===== config.mk =====
export PLATFORM = sky130hd
export DESIGN_NAME = regio_arbiter
export DESIGN_NICKNAME = d
export VERILOG_FILES = /design/src/rtl/regio_arbiter_pkg.sv /design/src/rtl/regio_arbiter_pick.sv /design/src/rtl/regio_arbiter.sv
export SDC_FILE = /design/constraint.sdc
export NUM_CORES = 1
export LEC_CHECK = 0
export BUFFER_PORTS_ARGS = -buffer_cell sky130_fd_sc_hd__buf_2
export CORE_MARGIN = 1.5
export CORE_UTILIZATION = 43
export CTS_BUF_LIST = sky130_fd_sc_hd__clkbuf_4 sky130_fd_sc_hd__clkbuf_8 sky130_fd_sc_hd__clkbuf_16
export CTS_CLUSTER_DIAMETER = 80
export DETAILED_ROUTE_END_ITERATION = 16
export PLACE_DENSITY_LB_ADDON = 0.25
export SETUP_SLACK_MARGIN = 0.02
export SYNTH_ARGS = -nofsm -noshare
export SYNTH_HDL_FRONTEND = slang
export SYNTH_HIERARCHICAL = 1
export SYNTH_SLANG_ARGS = --single-unit

===== constraint.sdc =====
create_clock -name sysclk -period 2.7 [get_ports sysclk]
set_input_delay 0 -clock sysclk [delete_from_list [all_inputs] [get_ports sysclk]]
set_output_delay 0 -clock sysclk [all_outputs]
set_load 0.005 [all_outputs]

===== src/rtl/regio_arbiter_pkg.sv =====
// Shared regIO arbiter constants: regIO state codes, the idle view code, FSM encoding and a pointer helper.
package regio_arbiter_pkg;

   localparam logic [3:0] RIO_ADDR0  = 4'h0;
   localparam logic [3:0] RIO_ADDR1  = 4'h1;
   localparam logic [3:0] RIO_ADDR2  = 4'h2;
   localparam logic [3:0] RIO_ADDR3  = 4'h3;
   localparam logic [3:0] RIO_READ0  = 4'h4;
   localparam logic [3:0] RIO_READ1  = 4'h5;
   localparam logic [3:0] RIO_WRITE0 = 4'h6;
   localparam logic [3:0] RIO_WRITE1 = 4'h7;
   localparam logic [3:0] RIO_DUMMY  = 4'h8;
   localparam logic [3:0] RIO_WAIT   = 4'h9;

   // Never produced by regIO, so a requester seeing it knows it does not own the bus.
   localparam logic [3:0] RIO_IDLE_STATE = 4'hF;

   typedef enum logic [1:0] {
      ARB_IDLE  = 2'd0,
      ARB_ARB   = 2'd1,
      ARB_OWN   = 2'd2,
      ARB_DRAIN = 2'd3
   } arb_state_t;

   function automatic logic [2:0] wrap_inc(input logic [2:0] idx, input int n);
      logic [3:0] nxt;
      nxt = {1'b0, idx} + 4'd1;
      if (int'(nxt) >= n) nxt = 4'd0;
      return nxt[2:0];
   endfunction

endpackage


===== src/rtl/regio_arbiter_pick.sv =====
// Combinational winner selector: first set req bit found scanning upward from the start index (ptr in
// round-robin mode, 0 otherwise), wrapping at NUM_REQ. ptr must be below NUM_REQ.
module regio_arb_pick #(
   parameter int NUM_REQ = 3
) (
   input  logic [NUM_REQ-1:0] req,
   input  logic [2:0]         ptr,
   input  logic               rr_en,
   output logic [NUM_REQ-1:0] gnt_oh,
   output logic [2:0]         idx,
   output logic               vld
);

   always_comb begin : scan
      int j;
      gnt_oh = '0;
      idx    = '0;
      vld    = 1'b0;
      j      = 0;
      for (int k = 0; k < NUM_REQ; k++) begin
         j = k + (rr_en ? int'(ptr) : 0);
         if (j >= NUM_REQ) j = j - NUM_REQ;
         if (!vld && req[j]) begin
            vld       = 1'b1;
            gnt_oh[j] = 1'b1;
            idx       = 3'(j);
         end
      end
   end

endmodule


===== src/rtl/regio_arbiter.sv =====
// Shares regIO among NUM_REQ requesters, one session per grant; REGIO_ARB_RR_EN selects round-robin, else fixed priority.
// Grant 2 cycles after req, command mux and state fan-out add 0 cycles; release waits for regIO Wait, long sessions time out.
module regio_arbiter
   import regio_arbiter_pkg::*;
#(
   parameter int         NUM_REQ     = 3,
   parameter int         TIMEOUT_CYC = 65535,
   parameter logic [3:0] IDLE_STATE  = RIO_IDLE_STATE
) (
   input  logic                    sysclk,
   input  logic                    reset,
   input  logic [NUM_REQ-1:0]      req,
   output logic [NUM_REQ-1:0]      gnt,
   input  logic [8*NUM_REQ-1:0]    req_offset,
   input  logic [NUM_REQ-1:0]      req_length,
   input  logic [NUM_REQ-1:0]      req_wr,
   input  logic [16*NUM_REQ-1:0]   req_wdata,
   input  logic [NUM_REQ-1:0]      req_newcmd,
   input  logic [NUM_REQ-1:0]      req_dummy,
   output logic [7:0]              offset,
   output logic                    length,
   output logic                    WR,
   output logic [15:0]             writeData,
   output logic                    NewCommand,
   output logic                    Dummy_Read,
   input  logic [3:0]              state,
   output logic [4*NUM_REQ-1:0]    req_state,
   output logic [2:0]              owner,
   output logic                    timeout_err,
   output logic                    timeout_sticky
);

   localparam logic [15:0] TO_LAST = 16'(TIMEOUT_CYC - 1);

   arb_state_t          cur_st;
   arb_state_t          nxt_st;
   logic [15:0]         cnt;
   logic [NUM_REQ-1:0]  last_gnt;
   logic [NUM_REQ-1:0]  req_excl;
   logic [NUM_REQ-1:0]  cand;
   logic [NUM_REQ-1:0]  win_gnt;
   logic [2:0]          win_idx;
   logic                win_vld;
   logic [2:0]          ptr;
   logic                owner_req;
   logic                arb_load;
   logic                to_fire;
   logic                bus_free;

   // The previous owner only competes when nobody else is asking.
   assign req_excl  = req & ~last_gnt;
   assign cand      = (req_excl != '0) ? req_excl : req;
   assign owner_req = |(req & gnt);

`ifdef REGIO_ARB_RR_EN
   localparam logic RR_EN = 1'b1;

   always_ff @(posedge sysclk or negedge reset) begin
      if (!reset) begin
         ptr <= '0;
      end else if (arb_load) begin
         ptr <= wrap_inc(win_idx, NUM_REQ);
      end
   end
`else
   localparam logic RR_EN = 1'b0;

   assign ptr = '0;
`endif

   regio_arb_pick #(
      .NUM_REQ (NUM_REQ)
   ) u_pick (
      .req    (cand),
      .ptr    (ptr),
      .rr_en  (RR_EN),
      .gnt_oh (win_gnt),
      .idx    (win_idx),
      .vld    (win_vld)
   );

   always_ff @(posedge sysclk or negedge reset) begin
      if (!reset) begin
         cur_st <= ARB_IDLE;
      end else begin
         cur_st <= nxt_st;
      end
   end

   always_comb begin
      nxt_st   = cur_st;
      arb_load = 1'b0;
      to_fire  = 1'b0;
      bus_free = 1'b0;
      case (cur_st)
         ARB_IDLE: begin
            if (|req) nxt_st = ARB_ARB;
         end
         ARB_ARB: begin
            // All requests may have vanished since IDLE; fall back rather than grant nobody.
            if (win_vld) begin
               arb_load = 1'b1;
               nxt_st   = ARB_OWN;
            end else begin
               nxt_st = ARB_IDLE;
            end
         end
         ARB_OWN: begin
            if (!owner_req) begin
               nxt_st = ARB_DRAIN;
            end else if (cnt == TO_LAST) begin
               to_fire = 1'b1;
               nxt_st  = ARB_DRAIN;
            end
         end
         ARB_DRAIN: begin
            if (state == RIO_WAIT) begin
               bus_free = 1'b1;
               nxt_st   = ARB_IDLE;
            end
         end
         default: nxt_st = ARB_IDLE;
      endcase
   end

   always_ff @(posedge sysclk or negedge reset) begin
      if (!reset) begin
         gnt            <= '0;
         owner          <= '0;
         cnt            <= '0;
         last_gnt       <= '0;
         timeout_err    <= 1'b0;
         timeout_sticky <= 1'b0;
      end else begin
         timeout_err <= to_fire;
         if (to_fire) timeout_sticky <= 1'b1;
         if (arb_load) begin
            gnt      <= win_gnt;
            owner    <= win_idx;
            last_gnt <= win_gnt;
            cnt      <= '0;
         end else if (cur_st == ARB_OWN && cnt != 16'hFFFF) begin
            cnt <= cnt + 16'd1;
         end
         if (bus_free) gnt <= '0;
      end
   end

   // While draining, address/data stay on the owner but nothing new may be launched.
   always_comb begin
      offset     = '0;
      length     = 1'b0;
      WR         = 1'b0;
      writeData  = '0;
      NewCommand = 1'b0;
      Dummy_Read = 1'b0;
      for (int i = 0; i < NUM_REQ; i++) begin
         if (gnt[i]) begin
            offset    = req_offset[8*i +: 8];
            length    = req_length[i];
            writeData = req_wdata[16*i +: 16];
            if (cur_st != ARB_DRAIN) begin
               WR         = req_wr[i];
               NewCommand = req_newcmd[i];
               Dummy_Read = req_dummy[i];
            end
         end
      end
   end

   for (genvar i = 0; i < NUM_REQ; i++) begin : g_view
      assign req_state[4*i +: 4] = gnt[i] ? state : IDLE_STATE;
   end

endmodule


==> reports/results.ini <==
[place]
place_congestion=0.9329
place_inst=622
portBuffers=140
hpwl_um=7106

[status]
status=complete, no violations

[grt]
grt_max_degree=63
grt_first_pass_wirelength_um=14480
grt_util_all_layers_pct=23.84
grt_pass1_vias=3108
antenna_found_initial=0
globalRouteOverflowTotal=0

[worst_setup_path]
worst-path-buf-inv=1
crit_family=simple AND/OR/NAND/NOR gates
crit_chain=nor2b_1, o21ai_0, and2_2, nand2_1, o32ai_1, a21o_1, or4b_4, nand2_2, or2_4, buf_12, nand2_1, a21oi_1
cp.depth=12
worstSetupPathType=flip-flop to flip-flop
cp.required_ns=2.90
crit_path_top_delay_cell=or4b_4
start_kind=flip-flop
critPathCaptureType=flip-flop
cp_common_cell=nand2_1
ff2ff_path_depth=12
cp_slowest_stage_delay_ns=0.53
arrival_ns=2.81
crit_fanout=9

[detailed_routing]
viasPerCell=5.613
wl_um=9266
wl_per_cell_um=14.59
antenna_left=0
drtIter0Drc=147
vias=3564
drc_errors=0
first_pass_iters=5

[sta]
finalHoldViolCount=0
period_share_pct=96.64
final.setup_skew_ns=0.003502
setup_violations=0
tightest_slew_ns=0.6540
period_needed_ns=2.609
fmax_mhz=383.3
slew_viol_final=0
rsz0062_at_grt=no
relSlewSlack_pct=56.40

[clock_tree]
clk_pin_slew_ns=0.06
cts_sinks=29
cts-htree-levels=2
clk_latency_ns=0.28
cts_tree=yes
numCtsBuffers=5
root_buffer=clkbuf_8
clock_path_buffers=2

[layout]
nFillCells=625
multi_input_area_um2=2180
mostFrequentLayoutCells=buf_2 (140), nand2_1 (70), o21ai_0 (36)
syn_to_final_growth_pct=30.87
drive_gt1_share_pct=33.77
final_common_cell=buf_2
layout.nets=643
n_antenna_cell=0
seqCellArea_um2=725.7
final_cell_count_no_fill=635

[synth]
synth_xor_area_share_pct=0.5785
synth_compound_area_share_pct=30.62
syn_inst=396
synth_top_family_by_area=simple AND/OR/NAND/NOR gates
ys_types=67
ys_warn_count=6
ys_seq_elements=29
seq_area_frac_synth_pct=23.97
synth-simple-area-share_pct=30.95
synthFlopType=dfrtp_1
synth-edff-count=0
synth_mux_area_share_pct=2.355
netlist_area_um2=3028
synth_adder_area_share_pct=4.545
async_flop_share_pct=100.0
avgSynthCellArea_um2=7.646

[floorplanning]
ios=141
rows=30
chipWidth_um=86.92
die_y_um=86.92
dieArea_um2=7554
core_um2=6794
start_util_pct=44.57

[hold_path]
hold_path.class=primary input to flip-flop
hold_depth=3

[power_and_ir_drop]
p_per_area_nw_per_um2=656.9
total_power_mw=2.603
sequentialPowerShare_pct=30.6
netSwitchingFraction_pct=44.34
internal-power_mw=1.449
power.net_switching_mw=1.154
max-vdd-ir-drop_uv=291.4
power.leakage_nw=1.871
clock_power_share_pct=14.1
combPwrFrac_pct=55.3

[job]
max_cap_viol_count=0

## sequential cells by signal, summed over array words and instances, names as in the netlist, named ones only
name and count:
cnt 16, gnt 3, last_gnt 3, owner 3, cur_st 1, timeout_err 1, timeout_sticky 1
## logic make-up after synthesis
family	Yosys count
flops	29
other cells	1
fa+ha+maj	11
compound gates	135
buf+inv	46
xor+xnor	2
simple gates	165
mux	7
## final cells by class
class,count,share of cell area (%)
tap,96,3.031
sequential,29,18.31
inverter,17,1.610
multi-input combinational,337,55.00
clock buffer,7,2.273
timing repair buffer,149,19.77
## worst reg2reg max path: stages, from the launching register on
cell and delay, ns:
dfrtp_1 0.40, nor2b_1 0.15, o21ai_0 0.09, and2_2 0.24
nand2_1 0.07, o32ai_1 0.13, a21o_1 0.21, or4b_4 0.53
nand2_2 0.16, or2_4 0.19, buf_12 0.13, nand2_1 0.06
a21oi_1 0.17
## power groups by stage
stage	clock network, mW	logic (mW)	registers, mW
3_3_place_gp	0	1.34	0.790
3_5_place_dp	0	1.37	0.795
2_1_floorplan	0	0.913	0.718
5_1_grt	0.400	1.63	0.820
6_report	0.368	1.44	0.796
4_1_cts	0.372	1.38	0.789
## stage by stage
| step | setup slack [ns] | hold WS, ns | setup TNS (ns) | area, µm² | utilization, % |
|---|---|---|---|---|---|
| detailed placement | -0.07397 | 0.07479 | -0.2305 | 3806 | 56.02 |
| global placement | 0.01348 | 0.06106 | 0 | 3806 | 56.02 |
| finish | 0.09084 | 0.08849 | 0 | 3963 | 58.32 |
| global route | 0.01356 | 0.1243 | 0 | 3963 | 58.32 |
| floorplan | 0.06924 | -0.2956 | 0 | 3084 | - |
| CTS | 0.03283 | 0.07920 | 0 | 3911 | 57.57 |
## what timing repair did
action / in CTS / in global routing
pin swaps: 0 / 1
gates resized for setup: 2 / 5
endpoints found under the hold margin: 29 / 0
hold buffers: 1 / 0
endpoints found under the setup margin: 8 / 12
buffers inserted: 0 / 4
gates cloned: 0 / 1
## layer usage
metal	vias up	share of wire, %	wire length [µm]	GRT usage (%)
met5	-	0	0	0
met4	0	1.5	138	5.572
met3	14	6.6	616	3.981
met2	157	51	4748	40.80
met1	1649	41	3762	31.32
li1	1744	-	-	-
## Yosys cell counts, types with 5 or more instances
cell      number  share of area [%]
a21oi_1       24                4.0
a221oi_1       6                1.7
a22oi_1       24                6.0
and2_1         6                1.2
clkbuf_1      21                2.6
dfrtp_1       29                 24
ha_1          11                4.5
inv_1         16                2.0
mux2i_1        6                2.0
nand2_1       71                8.8
nand2b_1      14                2.9
nand3_1        9                1.5
nand4b_1       5                1.4
nor2_1        11                1.4
nor2b_1        8                1.7
nor3_1         5               0.83
o21ai_0       36                6.0
o221ai_1       5                1.4
o31ai_1        5                1.2
## path summary, 6_finish.rpt
| kind | startpoint | end | slack [ns] |
|---|---|---|---|
| setup / recovery | last_gnt[1]$_DFFE_PN0P_ | gnt[1]$_DFFE_PN0P_ | 0.09 |
| hold / removal | state[2] | cur_st[0]$_DFFE_PN0P_ | 0.09 |
| setup reg to reg | last_gnt[1]$_DFFE_PN0P_ | gnt[1]$_DFFE_PN0P_ | 0.09 |
| hold reg to reg | timeout_sticky$_DFFE_PN0P_ | timeout_sticky$_DFFE_PN0P_ | 0.47 |
| max in group asynchronous | reset | cnt[9]$_DFFE_PN0P_ | 1.98 |
| min in group asynchronous | reset | cnt[10]$_DFFE_PN0P_ | 0.29 |
Note: power is estimated with default switching activity, not from simulation.
